## src/rtl/serial_addsub.sv

```systemverilog
// Multi-cycle add/subtract: processes a WIDTH-bit operand pair DIGIT bits per clock,
// LSB digit first, rippling the carry between digits through a register.

module serial_addsub_digit #(
    parameter int DIGIT = 1
) (
    input  logic [DIGIT-1:0] a,
    input  logic [DIGIT-1:0] b,
    input  logic             ci,
    output logic [DIGIT-1:0] s,
    output logic             co
);
    assign {co, s} = {1'b0, a} + {1'b0, b} + {{DIGIT{1'b0}}, ci};
endmodule

module serial_addsub #(
    parameter int WIDTH = 16,
    parameter int DIGIT = 1
) (
    input  logic             clk,
    input  logic             rst_n,
    input  logic             start,
    input  logic [WIDTH-1:0] a,
    input  logic [WIDTH-1:0] b,
    input  logic             cin,
    input  logic             sub,
    output logic             busy,
    output logic             done,
    output logic [WIDTH-1:0] sum,
    output logic             cout,
    output logic             ovf
);
    localparam int N  = WIDTH / DIGIT;
    localparam int CW = (N > 1) ? $clog2(N) : 1;
    localparam logic [CW-1:0] LAST = CW'(N - 1);

    if (WIDTH % DIGIT != 0) begin : g_bad_param
        $error("serial_addsub: WIDTH must be a multiple of DIGIT");
    end

    typedef enum logic {IDLE, RUN} state_t;

    state_t            state;
    logic [WIDTH-1:0]  a_sr, b_sr, res_sr, res_next, dsum_ext;
    logic [DIGIT-1:0]  dsum;
    logic              carry, dcarry, msb_cin;
    logic [CW-1:0]     cnt;

    serial_addsub_digit #(.DIGIT(DIGIT)) u_digit (
        .a  (a_sr[DIGIT-1:0]),
        .b  (b_sr[DIGIT-1:0]),
        .ci (carry),
        .s  (dsum),
        .co (dcarry)
    );

    always_comb begin
        dsum_ext             = '0;
        dsum_ext[DIGIT-1:0]  = dsum;
    end

    // New digit enters at the top so the last digit lands in the MSB position.
    assign res_next = (res_sr >> DIGIT) | (dsum_ext << (WIDTH - DIGIT));
    // Carry into the MSB recovered from that bit's operands and sum.
    assign msb_cin  = a_sr[DIGIT-1] ^ b_sr[DIGIT-1] ^ dsum[DIGIT-1];

    always_ff @(posedge clk or negedge rst_n) begin
        if (!rst_n) begin
            state  <= IDLE;
            a_sr   <= '0;
            b_sr   <= '0;
            res_sr <= '0;
            carry  <= 1'b0;
            cnt    <= '0;
            busy   <= 1'b0;
            done   <= 1'b0;
            sum    <= '0;
            cout   <= 1'b0;
            ovf    <= 1'b0;
        end else begin
            done <= 1'b0;
            case (state)
                IDLE: begin
                    if (start) begin
                        a_sr  <= a;
                        b_sr  <= sub ? ~b : b;
                        carry <= cin ^ sub;
                        cnt   <= '0;
                        busy  <= 1'b1;
                        state <= RUN;
                    end
                end
                RUN: begin
                    a_sr   <= a_sr >> DIGIT;
                    b_sr   <= b_sr >> DIGIT;
                    res_sr <= res_next;
                    carry  <= dcarry;
                    cnt    <= cnt + 1'b1;
                    if (cnt == LAST) begin
                        sum   <= res_next;
                        cout  <= dcarry;
                        ovf   <= msb_cin ^ dcarry;
                        done  <= 1'b1;
                        busy  <= 1'b0;
                        state <= IDLE;
                    end
                end
            endcase
        end
    end
endmodule

```

## config.mk

```make
export PLATFORM = sky130hd
export DESIGN_NAME = serial_addsub
export DESIGN_NICKNAME = d
export VERILOG_FILES = /design/src/rtl/serial_addsub.sv
export SDC_FILE = /design/constraint.sdc
export NUM_CORES = 1
export LEC_CHECK = 0
export CAP_MARGIN = 20
export CORE_UTILIZATION = 45
export CTS_BUF_LIST = sky130_fd_sc_hd__clkbuf_4 sky130_fd_sc_hd__clkbuf_8 sky130_fd_sc_hd__clkbuf_16
export DETAILED_ROUTE_END_ITERATION = 12
export DONT_BUFFER_PORTS = 1
export GPL_TIMING_DRIVEN = 0
export RECOVER_POWER = 25
export SLEW_MARGIN = 20
export SYNTH_ARGS = -nofsm -noshare
export SYNTH_HDL_FRONTEND = slang
export SYNTH_SLANG_ARGS = --single-unit
```

## constraint.sdc

```tcl
create_clock -name clk -period 1.78 [get_ports clk]
set_clock_uncertainty 0.15 [all_clocks]
set_input_delay 0 -clock clk [delete_from_list [all_inputs] [get_ports clk]]
set_output_delay 0 -clock clk [all_outputs]
set_load 0.005 [all_outputs]
```

==> run_results.csv, run 1 <==
group,metric,value,unit
run_status,status,"complete, but fails checks",
run_status,violations,"negative hold slack",
floorplan,dieArea,7640,sq um
logic_synthesis,synth_fp_nets,336,
sta,setup_viol,0,
cells_and_area,n_antenna_cell,0,
sta,setup_tns,0,ns
clock_network,clock_latency,0.34,ns
route,drt_wl_total,6370,um
worst_setup_path,reg2regPathDepth,4,
sta,hold-worst-slack,-0.803,ns
sta,finalCritPeriodShare,0.945,
floorplan,fp.dieW,87.4,um
route,top_layer_used,"met4",
power,cellLeakagePower,1.94,nW
global_routing,grt_pass1_wl,10800,um
logic_synthesis,postSynthCellCount,297,
cells_and_area,nNetsFinal,389,
power,ir_worst_vdd,0.645,mV
clock_network,htree_num_levels,3,
floorplan,core-area,6910,sq um
route,dr_wl_met3,234,um
cells_and_area,fillers,628,
sta,finalMaxSlewViolations,0,
route,wl_met1,3060,um
route,ant_nets,0,
power,power_switching_share,0.331,
clock_network,cts_buffers,9,
sta,maxSlewHeadroom,0.683,
clock_network,cts.sinks,73,
clock_network,cts_buffer_depth,2,
clock_network,clkTransAtPathRegs,0.08,ns
cells_and_area,seqCellArea,1830,sq um
worst_setup_path,required,1.85,ns
route,drt-initial-drc-count,58,
place,place_congestion,0.740,
sta,tightest_slew,0.476,ns
global_routing,grt_pass1_vias,2345,
worst_setup_path,critPathSlowestCell,"fa_2",
power,total_power,5.81,mW
cells_and_area,multi_input_area,1290,sq um
logic_synthesis,syn_area,3280,sq um
power,power_density,1440,nW/um^2
power,p_int,3.88,mW
clock_network,cts_tree,"built",
floorplan,initial_core_util,0.475,
place,dp_hpwl,4010,um
route,wl_met2,2920,um
worst_setup_path,reg2reg_from,"b_sr[0]",
worst_setup_path,crit_path_start_kind,"flip-flop",
worst_setup_path,cp.depth,4,
power,power_frac_comb,0.296,
worst_setup_path,cp.buffers_inverters,0,
power,power_frac_seq,0.483,
floorplan,row_count,30,
cells_and_area,drive_above_1_share,0.141,
global_routing,track_usage,0.186,
power,p_clk_frac,0.221,
worst_setup_path,crit_arrival,1.75,ns
power,p_sw,1.92,mW
worst_hold_path,holdCritPathClass,"input pin to async pin",
route,wl_per_cell,14.1,um
worst_setup_path,cp_max_fo,3,
logic_synthesis,syn_avg_cell_area,11.1,sq um
route,drc,0,
worst_setup_path,crit_chain,"fa_2 -> xnor2_2 -> xnor2_1 -> o21ai_0",
worst_setup_path,path_delay_family,"adder cells",
worst_setup_path,worstSetupEndpointType,"flip-flop",
global_routing,globalRouteOverflowTotal,0,
logic_synthesis,ys_seq_area_frac,0.557,
sta,max_freq,594,MHz
run,maxCapViolations,0,
worst_setup_path,crit_start,"b_sr[0]",
sta,hold_viol,73,
floorplan,dieHeight,87.4,um
worst_setup_path,path_class,"flip-flop to flip-flop",
floorplan,ios,57,
sta,period_needed,1.68,ns
place,portBuffers,0,
global_routing,antenna_found_initial,0,
worst_setup_path,cp_slowest_stage_delay,0.61,ns
route,viasPerCell,4.89,
route,vias,2204,
clock_network,ctsRootBufferMaster,"clkbuf_8",
logic_synthesis,ys_warn_count,0,
route,drt-pass1-iter-count,4,
global_routing,grt_max_degree,74,
cells_and_area,syn2layout_area_growth,22.7,%
clock_network,ctsHoldBuffers,42,
sta,rsz0062_at_grt,"false",
logic_synthesis,synth_seq_cells,73,
logic_synthesis,synth.distinct_cells,23,
==> sequential cells by signal, indices dropped and copies added, names as in the netlist <==
name    flops
sum        16
cout        1
busy        1
res_sr     15
state       1
b_sr       16
done        1
ovf         1
cnt         4
a_sr       16
carry       1
==> per-layer routing <==
layer,vias up,global-route usage
li1,1078,-
met1,1076,0.246
met2,40,0.292
met3,10,0.0389
met4,0,0.0924
met5,-,0
==> logic make-up after synthesis <==
| kind of cell | Yosys count | synth area share |
|---|---|---|
| AND/OR/NAND/NOR | 93 | 0.110 |
| adder cells (fa/ha/maj) | 2 | 0.00991 |
| AO/OA/AOI/OAI | 38 | 0.0625 |
| flip-flops | 73 | 0.557 |
| XOR/XNOR | 22 | 0.0587 |
| buffers and inverters | 22 | 0.0534 |
| multiplexers | 47 | 0.149 |
==> timing repair <==
item,4_1_cts,5_1_grt
buffers inserted,0,0
hold endpoints to repair,109,73
setup endpoints to repair,0,1
resized for setup,0,2
==> stage by stage <==
step                hold WS (ns)  instances  utilization  worst slack [ns]  cell area, sq um
finish                    -0.803        451        0.583            0.0971              4030
global placement          -0.444        393        0.493             0.133              3400
global route              -0.832        451        0.583           0.00645              4030
floorplan                 -0.446        297            -             0.220              3280
detailed placement        -0.442        393        0.493             0.113              3400
CTS                       -0.828        451        0.582            0.0697              4020
==> power groups by stage <==
stage	clock network (mW)	registers, mW	logic [mW]
after detailed placement	0	2.83	1.61
after global routing	1.38	2.91	1.96
after floorplan	0	2.71	1.32
after CTS	1.33	2.80	1.72
after global placement	0	2.81	1.55
final	1.28	2.80	1.72
==> final timing paths <==
path / end / slack (ns)
max in group asynchronous: sum[12] / 2.17
min: a_sr[11] / -0.80
max reg2reg: ovf / 0.1
min in group clk: b_sr[15] / 0.08
max: ovf / 0.1
min reg2reg: sum[0] / 0.32
==> cell usage after synthesis <==
library cell   n  share of area
clkbuf_1       5         0.0057
ha_1           1         0.0038
xor2_1        17          0.045
a211oi_2       1         0.0038
xnor2_1        5          0.013
mux2i_1       32          0.098
buf_12         1         0.0061
dfrtp_1       73           0.56
mux2_2        15          0.051
nand3_1        2         0.0031
buf_6          8          0.027
a21oi_1        1         0.0015
a22o_1         1         0.0027
nand2_1       84          0.096
o21ai_1        9          0.014
a31o_2         1         0.0027
buf_4          4         0.0092
o21ai_0       25          0.038
inv_1          3         0.0034
fa_1           1         0.0061
nor2_1         6         0.0069
buf_2          1         0.0015
nand4_2        1         0.0038
==> cell usage in the layout, fill, tap and decap left out <==
master / instances
xor2_1: 17
mux2_2: 15
nand4_2: 1
a21oi_1: 1
nor2_1: 6
a22o_1: 1
buf_2: 1
dlygate4sd3_1: 42
clkinv_4: 1
nand2_1: 84
xnor2_2: 1
clkinv_2: 2
bufinv_16: 1
clkbuf_1: 5
xnor2_1: 4
o21ai_1: 9
nand3_1: 2
a211oi_2: 1
inv_1: 3
fa_2: 1
buf_12: 1
clkbuf_8: 9
buf_4: 4
dfrtp_1: 73
clkinvlp_4: 3
ha_1: 1
a31o_2: 1
buf_6: 8
o21ai_0: 25
mux2i_1: 32
==> cell type report <==
class | count | area share
buffer | 19 | 0.0407
inverter | 3 | 0.00280
clock inverter | 7 | 0.0177
multi-input combinational | 202 | 0.320
clock buffer | 9 | 0.0308
timing repair buffer | 42 | 0.104
tap | 96 | 0.0298
sequential | 73 | 0.454
Power figures use the tool's default switching activity.
==> run 2: changes to the inputs <==
--- a/config.mk
+++ b/config.mk
@@ -5,12 +5,13 @@
 export SDC_FILE = /design/constraint.sdc
 export NUM_CORES = 1
 export LEC_CHECK = 0
+export BUFFER_PORTS_ARGS = -buffer_cell sky130_fd_sc_hd__buf_4
 export CAP_MARGIN = 20
-export CORE_UTILIZATION = 45
+export CORE_UTILIZATION = 55
 export CTS_BUF_LIST = sky130_fd_sc_hd__clkbuf_4 sky130_fd_sc_hd__clkbuf_8 sky130_fd_sc_hd__clkbuf_16
 export DETAILED_ROUTE_END_ITERATION = 12
-export DONT_BUFFER_PORTS = 1
 export GPL_TIMING_DRIVEN = 0
+export PLACE_DENSITY = 0.79
 export RECOVER_POWER = 25
 export SLEW_MARGIN = 20
 export SYNTH_ARGS = -nofsm -noshare
==> run_results.csv, run 2 (synthesized netlist as in run 1, its figures left out) <==
group,metric,value,unit
run,maxCapViolations,0,
place,pre_cts_slack,0.127,ns
sta,period_needed,1.65,ns
clock_network,cts_tree,"built",
global_routing,globalRouteOverflowTotal,0,
clock_network,ctsRootBufferMaster,"clkbuf_8",
global_routing,grt_pass1_vias,2542,
floorplan,fp.dieW,79.2,um
sta,finalCritPeriodShare,0.925,
cells_and_area,reg_top3,"a_sr x16, b_sr x16, sum x16",
sta,max_freq,607,MHz
clock_network,cts_buffers,9,
cells_and_area,layout_common_cells,"nand2_1 (84), dfrtp_1 (73), dlygate4sd3_1 (43)",
floorplan,row_count,27,
worst_setup_path,crit_start,"carry",
floorplan,dieArea,6280,sq um
worst_hold_path,worstHoldStart,"sub",
global_routing,grt_pass1_wl,11700,um
global_routing,antenna_found_initial,0,
route,wl_per_cell,14.2,um
floorplan,dieHeight,79.2,um
clock_network,cts_resized,0,
place,portBuffers,54,
sta,rsz0062_at_grt,"false",
worst_setup_path,crit_path_start_kind,"flip-flop",
route,drt_wl_total,6830,um
global_routing,grt_max_degree,74,
power,power_density,1380,nW/um^2
worst_setup_path,reg2reg_from,"carry",
place,dp_hpwl,4120,um
sta,finalMaxSlewViolations,0,
worst_setup_path,worstSetupEndpointType,"flip-flop",
worst_setup_path,cp_max_fo,3,
sta,setup_viol,0,
clock_network,htree_num_levels,3,
route,vias,2446,
clock_network,clock_latency,0.35,ns
cells_and_area,syn2layout_area_growth,33.8,%
sta,maxSlewHeadroom,0.358,
global_routing,track_usage,0.248,
worst_setup_path,timing.rr.end,"ovf",
worst_setup_path,crit_arrival,1.73,ns
place,place_congestion,0.737,
sta,setup_tns,0,ns
route,viasPerCell,5.07,
route,ant_nets,0,
cells_and_area,nNetsFinal,444,
cells_and_area,fin_util,0.778,
power,cellLeakagePower,2.19,nW
worst_setup_path,reg2reg_slack,0.13,ns
clock_network,clkTransAtPathRegs,0.08,ns
sta,setup_slack,0.133,ns
sta,hold_viol,0,
clock_network,cts_buffer_depth,2,
worst_hold_path,min_path_cells,4,
run_status,status,"finished clean",
worst_setup_path,reg2regPathDepth,4,
cells_and_area,final_cells,482,
clock_network,cts.sinks,73,
cells_and_area,drive_above_1_share,0.246,
worst_setup_path,path_class,"flip-flop to flip-flop",
cells_and_area,n_antenna_cell,0,
floorplan,ios,57,
floorplan,initial_core_util,0.582,
worst_hold_path,holdCritPathClass,"input pin to flip-flop",
floorplan,core-area,5640,sq um
sta,tightest_slew,0.963,ns
place,dp.cells,423,
route,drt-pass1-iter-count,4,
cells_and_area,layout_commonest_cell,"nand2_1",
route,drt-initial-drc-count,119,
route,drc,0,
worst_setup_path,required,1.87,ns
worst_hold_path,whs_endpoint,"b_sr[15]",
power,ir_worst_vdd,0.726,mV
## run 2: per-stage QoR
stage	instance area, sq um	hold slack [ns]	power [mW]
global route	4390	0.0590	6.49
detailed placement	3780	0.0366	4.78
floorplan	3280	-0.446	4.03
finish	4390	0.0393	6.04
CTS	4390	0.0294	6.08
global placement	3780	0.0361	4.67
## run 2: timing repair
| action | CTS | global route |
|---|---|---|
| setup buffers | 0 | 0 |
| hold buffers | 43 | 0 |
| hold endpoints to repair | 109 | 0 |
## run 2: final cells by class
class | count | area (sq um)
plain buffers | 19 | 163
fillers | 361 | 1250
clock buffers | 9 | 124
flip-flops and latches | 73 | 1830
repair buffers | 97 | 836
clock inverters | 7 | 60.1
multi-input cells | 202 | 1280
inverters | 3 | 11.3
well taps | 72 | 90.1
## run 2: power by group
group,leakage (nW),internal (mW),total (mW),switching [mW]
Clock,0.0844,0.527,1.21,0.688
Combinational,1.16,1.11,2.07,0.958
Sequential,0.946,2.34,2.76,0.423
Total,2.19,3.97,6.04,2.07
## run 2: worst max-delay path by stage
stage                     end  slack, ns  cells past startpoint
final                     ovf       0.13                      4
after global routing      ovf       0.05                      4
after CTS                 ovf       0.12                      4
after detailed placement  ovf       0.13                      4
after global placement    ovf       0.15                      4
after floorplan           ovf       0.22                      4
## run 2: critical path, stage by stage (launching register included)
cell     delay (ns)
dfrtp_1        0.40
fa_1           0.62
xnor2_1        0.15
xnor2_1        0.13
o21ai_0        0.09
## run 2: metal layers
layer  up-vias  track usage  part of all wire  wire, um
met5         -            0                 0         0
met1      1178        0.324              0.45      3090
met4         0        0.118             0.021       142
li1       1190            -                 -         -
met2        64        0.401              0.50      3420
met3        14       0.0448             0.028       188
==> run 3: changes to the inputs <==
--- a/config.mk
+++ b/config.mk
@@ -5,12 +5,14 @@
 export SDC_FILE = /design/constraint.sdc
 export NUM_CORES = 1
 export LEC_CHECK = 0
+export ABC_AREA = 1
 export BUFFER_PORTS_ARGS = -buffer_cell sky130_fd_sc_hd__buf_4
 export CAP_MARGIN = 20
 export CORE_UTILIZATION = 55
 export CTS_BUF_LIST = sky130_fd_sc_hd__clkbuf_4 sky130_fd_sc_hd__clkbuf_8 sky130_fd_sc_hd__clkbuf_16
 export DETAILED_ROUTE_END_ITERATION = 12
 export GPL_TIMING_DRIVEN = 0
+export MAX_ROUTING_LAYER = met4
 export PLACE_DENSITY = 0.79
 export RECOVER_POWER = 25
 export SLEW_MARGIN = 20
==> run_results.csv, run 3 <==
group,metric,value,unit
clock_network,post_cts_buffers,0,
cells_and_area,fin_util,0.776,
cells_and_area,syn2layout_area_growth,35.2,%
cells_and_area,n_antenna_cell,0,
clock_network,cts_buffer_depth,2,
logic_synthesis,syn_avg_cell_area,9.47,sq um
cells_and_area,reg_top3,"a_sr x16, b_sr x16, sum x16",
route,vias,2631,
logic_synthesis,yosysTopAreaCellShare,0.574,
cells_and_area,fillers,400,
worst_setup_path,cp_max_fo,5,
sta,maxSlewHeadroom,0.356,
sta,setup_tns,0,ns
clock_network,clock_latency,0.34,ns
power,cellLeakagePower,2.16,nW
cells_and_area,drive_above_1_share,0.220,
clock_network,cts_tree,"built",
clock_network,cts_buffers,9,
logic_synthesis,ys_seq_area_frac,0.574,
place,portBuffers,55,
worst_setup_path,endpoint,"ovf",
logic_synthesis,ys_warn_count,0,
route,top_layer_used,"met4",
global_routing,globalRouteOverflowTotal,0,
run,maxCapViolations,0,
route,drt-pass1-iter-count,4,
logic_synthesis,ys.flop_type,"dfrtp_1",
worst_setup_path,path_class,"flip-flop to flip-flop",
worst_setup_path,reg2regPathDepth,7,
cells_and_area,nNetsFinal,483,
sta,setup_slack,0.133,ns
route,ant_nets,0,
worst_setup_path,reg2reg_from,"b_sr[0]",
sta,hold-worst-slack,0.110,ns
sta,finalMaxSlewViolations,0,
logic_synthesis,yosysMostFrequentCell,"nand2_1",
sta,setup_viol,0,
logic_synthesis,netlist_top_cells_area,"dfrtp_1 (57%), nand2_1 (17%), xnor2_1 (5.0%)",
logic_synthesis,yosys.area.top_type,"dfrtp_1",
worst_setup_path,timing.rr.end,"ovf",
run_status,status,"finished clean",
route,viasPerCell,5.05,
worst_setup_path,reg2reg_slack,0.13,ns
cells_and_area,layout_common_cells,"nand2_1 (145), dfrtp_1 (73), dlygate4sd3_1 (42)",
logic_synthesis,synth_seq_cells,73,
power,ir_worst_vdd,0.667,mV
global_routing,grt_pass1_wl,11700,um
worst_setup_path,worstSetupEndpointType,"flip-flop",
floorplan,ios,57,
floorplan,fp.dieW,78.1,um
global_routing,grt_pass1_vias,2643,
clock_network,htree_num_levels,3,
logic_synthesis,yosys-top-cells-count,"nand2_1 (145), dfrtp_1 (73), o21ai_0 (20)",
cells_and_area,seqCellArea,1830,sq um
sta,tightest_slew,0.966,ns
sta,hold_viol,0,
logic_synthesis,synth_fp_nets,375,
worst_setup_path,crit_start,"b_sr[0]",
route,wl_per_cell,13.1,um
sta,period_needed,1.65,ns
logic_synthesis,synthArstFlopShare,1.00,
logic_synthesis,synth.distinct_cells,26,
logic_synthesis,postSynthCellCount,336,
sta,rsz0062_at_grt,"false",
worst_setup_path,crit_arrival,1.79,ns
floorplan,dieHeight,78.1,um
sta,max_freq,607,MHz
cells_and_area,multi_input_area,1190,sq um
cells_and_area,layout_commonest_cell,"nand2_1",
floorplan,core-area,5540,sq um
sta,finalCritPeriodShare,0.926,
global_routing,antenna_found_initial,0,
place,dp_hpwl,4090,um
worst_setup_path,crit_path_start_kind,"flip-flop",
power,total_power,5.95,mW
logic_synthesis,syn_area,3180,sq um
power,power_density,1380,nW/um^2
clock_network,ctsRootBufferMaster,"clkbuf_8",
worst_setup_path,required,1.92,ns
route,drt-initial-drc-count,174,
route,drc,0,
floorplan,dieArea,6090,sq um
route,dr_wl_met3,233,um
route,wl_met2,3400,um
clock_network,cts.sinks,73,
clock_network,clkTransAtPathRegs,0.07,ns
global_routing,grt_max_degree,74,
place,place_congestion,0.750,
route,drt_wl_total,6800,um
place,pre_cts_slack,0.112,ns
route,wl_met1,3000,um
floorplan,initial_core_util,0.574,
worst_hold_path,holdCritPathClass,"input pin to flip-flop",
global_routing,track_usage,0.259,
floorplan,row_count,27,
logic_synthesis,synth_edf_count,0,
==> run 3: metal layers <==
layer,up-vias,global-route usage
met2,68,0.431
met1,1250,0.305
li1,1295,-
met4,0,0.137
met3,18,0.0395
met5,-,-
==> run 3: stage by stage <==
step,area [sq um],instances
after global routing,4300,521
after global placement,3680,463
final,4300,521
after CTS,4310,521
after detailed placement,3680,463
after floorplan,3180,336
==> run 3: critical path, cell delays in order, from the launching register on <==
cell and delay [ns]:
dfrtp_1 0.45, fa_2 0.64, inv_2 0.07, nand2_1 0.05, nand2_1 0.06, nand2_1 0.06
nand3_1 0.06, nand2_1 0.06
==> run 3: cells by family (layout without fill, tap and decap cells) <==
| kind of cell | after synthesis | in the layout | share of synthesized area |
|---|---|---|---|
| AND/OR/NAND/NOR | 174 | 174 | 0.229 |
| AO/OA/AOI/OAI | 43 | 43 | 0.0861 |
| flip-flops | 73 | 73 | 0.574 |
| XOR/XNOR | 18 | 18 | 0.0495 |
| buffers and inverters | 26 | 139 | 0.0511 |
| adder cells (fa/ha/maj) | 2 | 2 | 0.0102 |
==> run 3: worst min-delay path by stage <==
| stage | from | endpoint | slack [ns] | cells past startpoint |
|---|---|---|---|---|
| 6_report | sub | b_sr[0] | 0.11 | 4 |
| 3_5_place_dp | rst_n | sum[8] | 0.03 | 1 |
| 5_1_grt | sub | b_sr[0] | 0.12 | 4 |
| 3_3_place_gp | rst_n | sum[7] | 0.03 | 1 |
| 4_1_cts | sub | b_sr[0] | 0.11 | 4 |
| 2_1_floorplan | rst_n | a_sr[0] | -0.45 | 0 |
==> run 3: power breakdown <==
part / total, mW / switching, mW / internal (mW)
registers: 2.71 / 0.417 / 2.29
logic: 1.93 / 1.00 / 0.924
clock network: 1.31 / 0.583 / 0.729
total: 5.95 / 2.00 / 3.94
==> run 3: what timing repair did <==
item,CTS,global route
resized for setup,0,2
endpoints found under the hold margin,107,0
setup endpoints to repair,0,1
hold buffers,42,0
==> run 3: layout make-up <==
cell class | instances | area share
Sequential cell | 73 | 0.425
Clock inverter | 3 | 0.00931
Inverter | 9 | 0.0102
Multi-Input combinational cell | 237 | 0.278
Clock buffer | 13 | 0.0372
Timing Repair Buffer | 97 | 0.192
Buffer | 17 | 0.0276
Tap cell | 72 | 0.0209
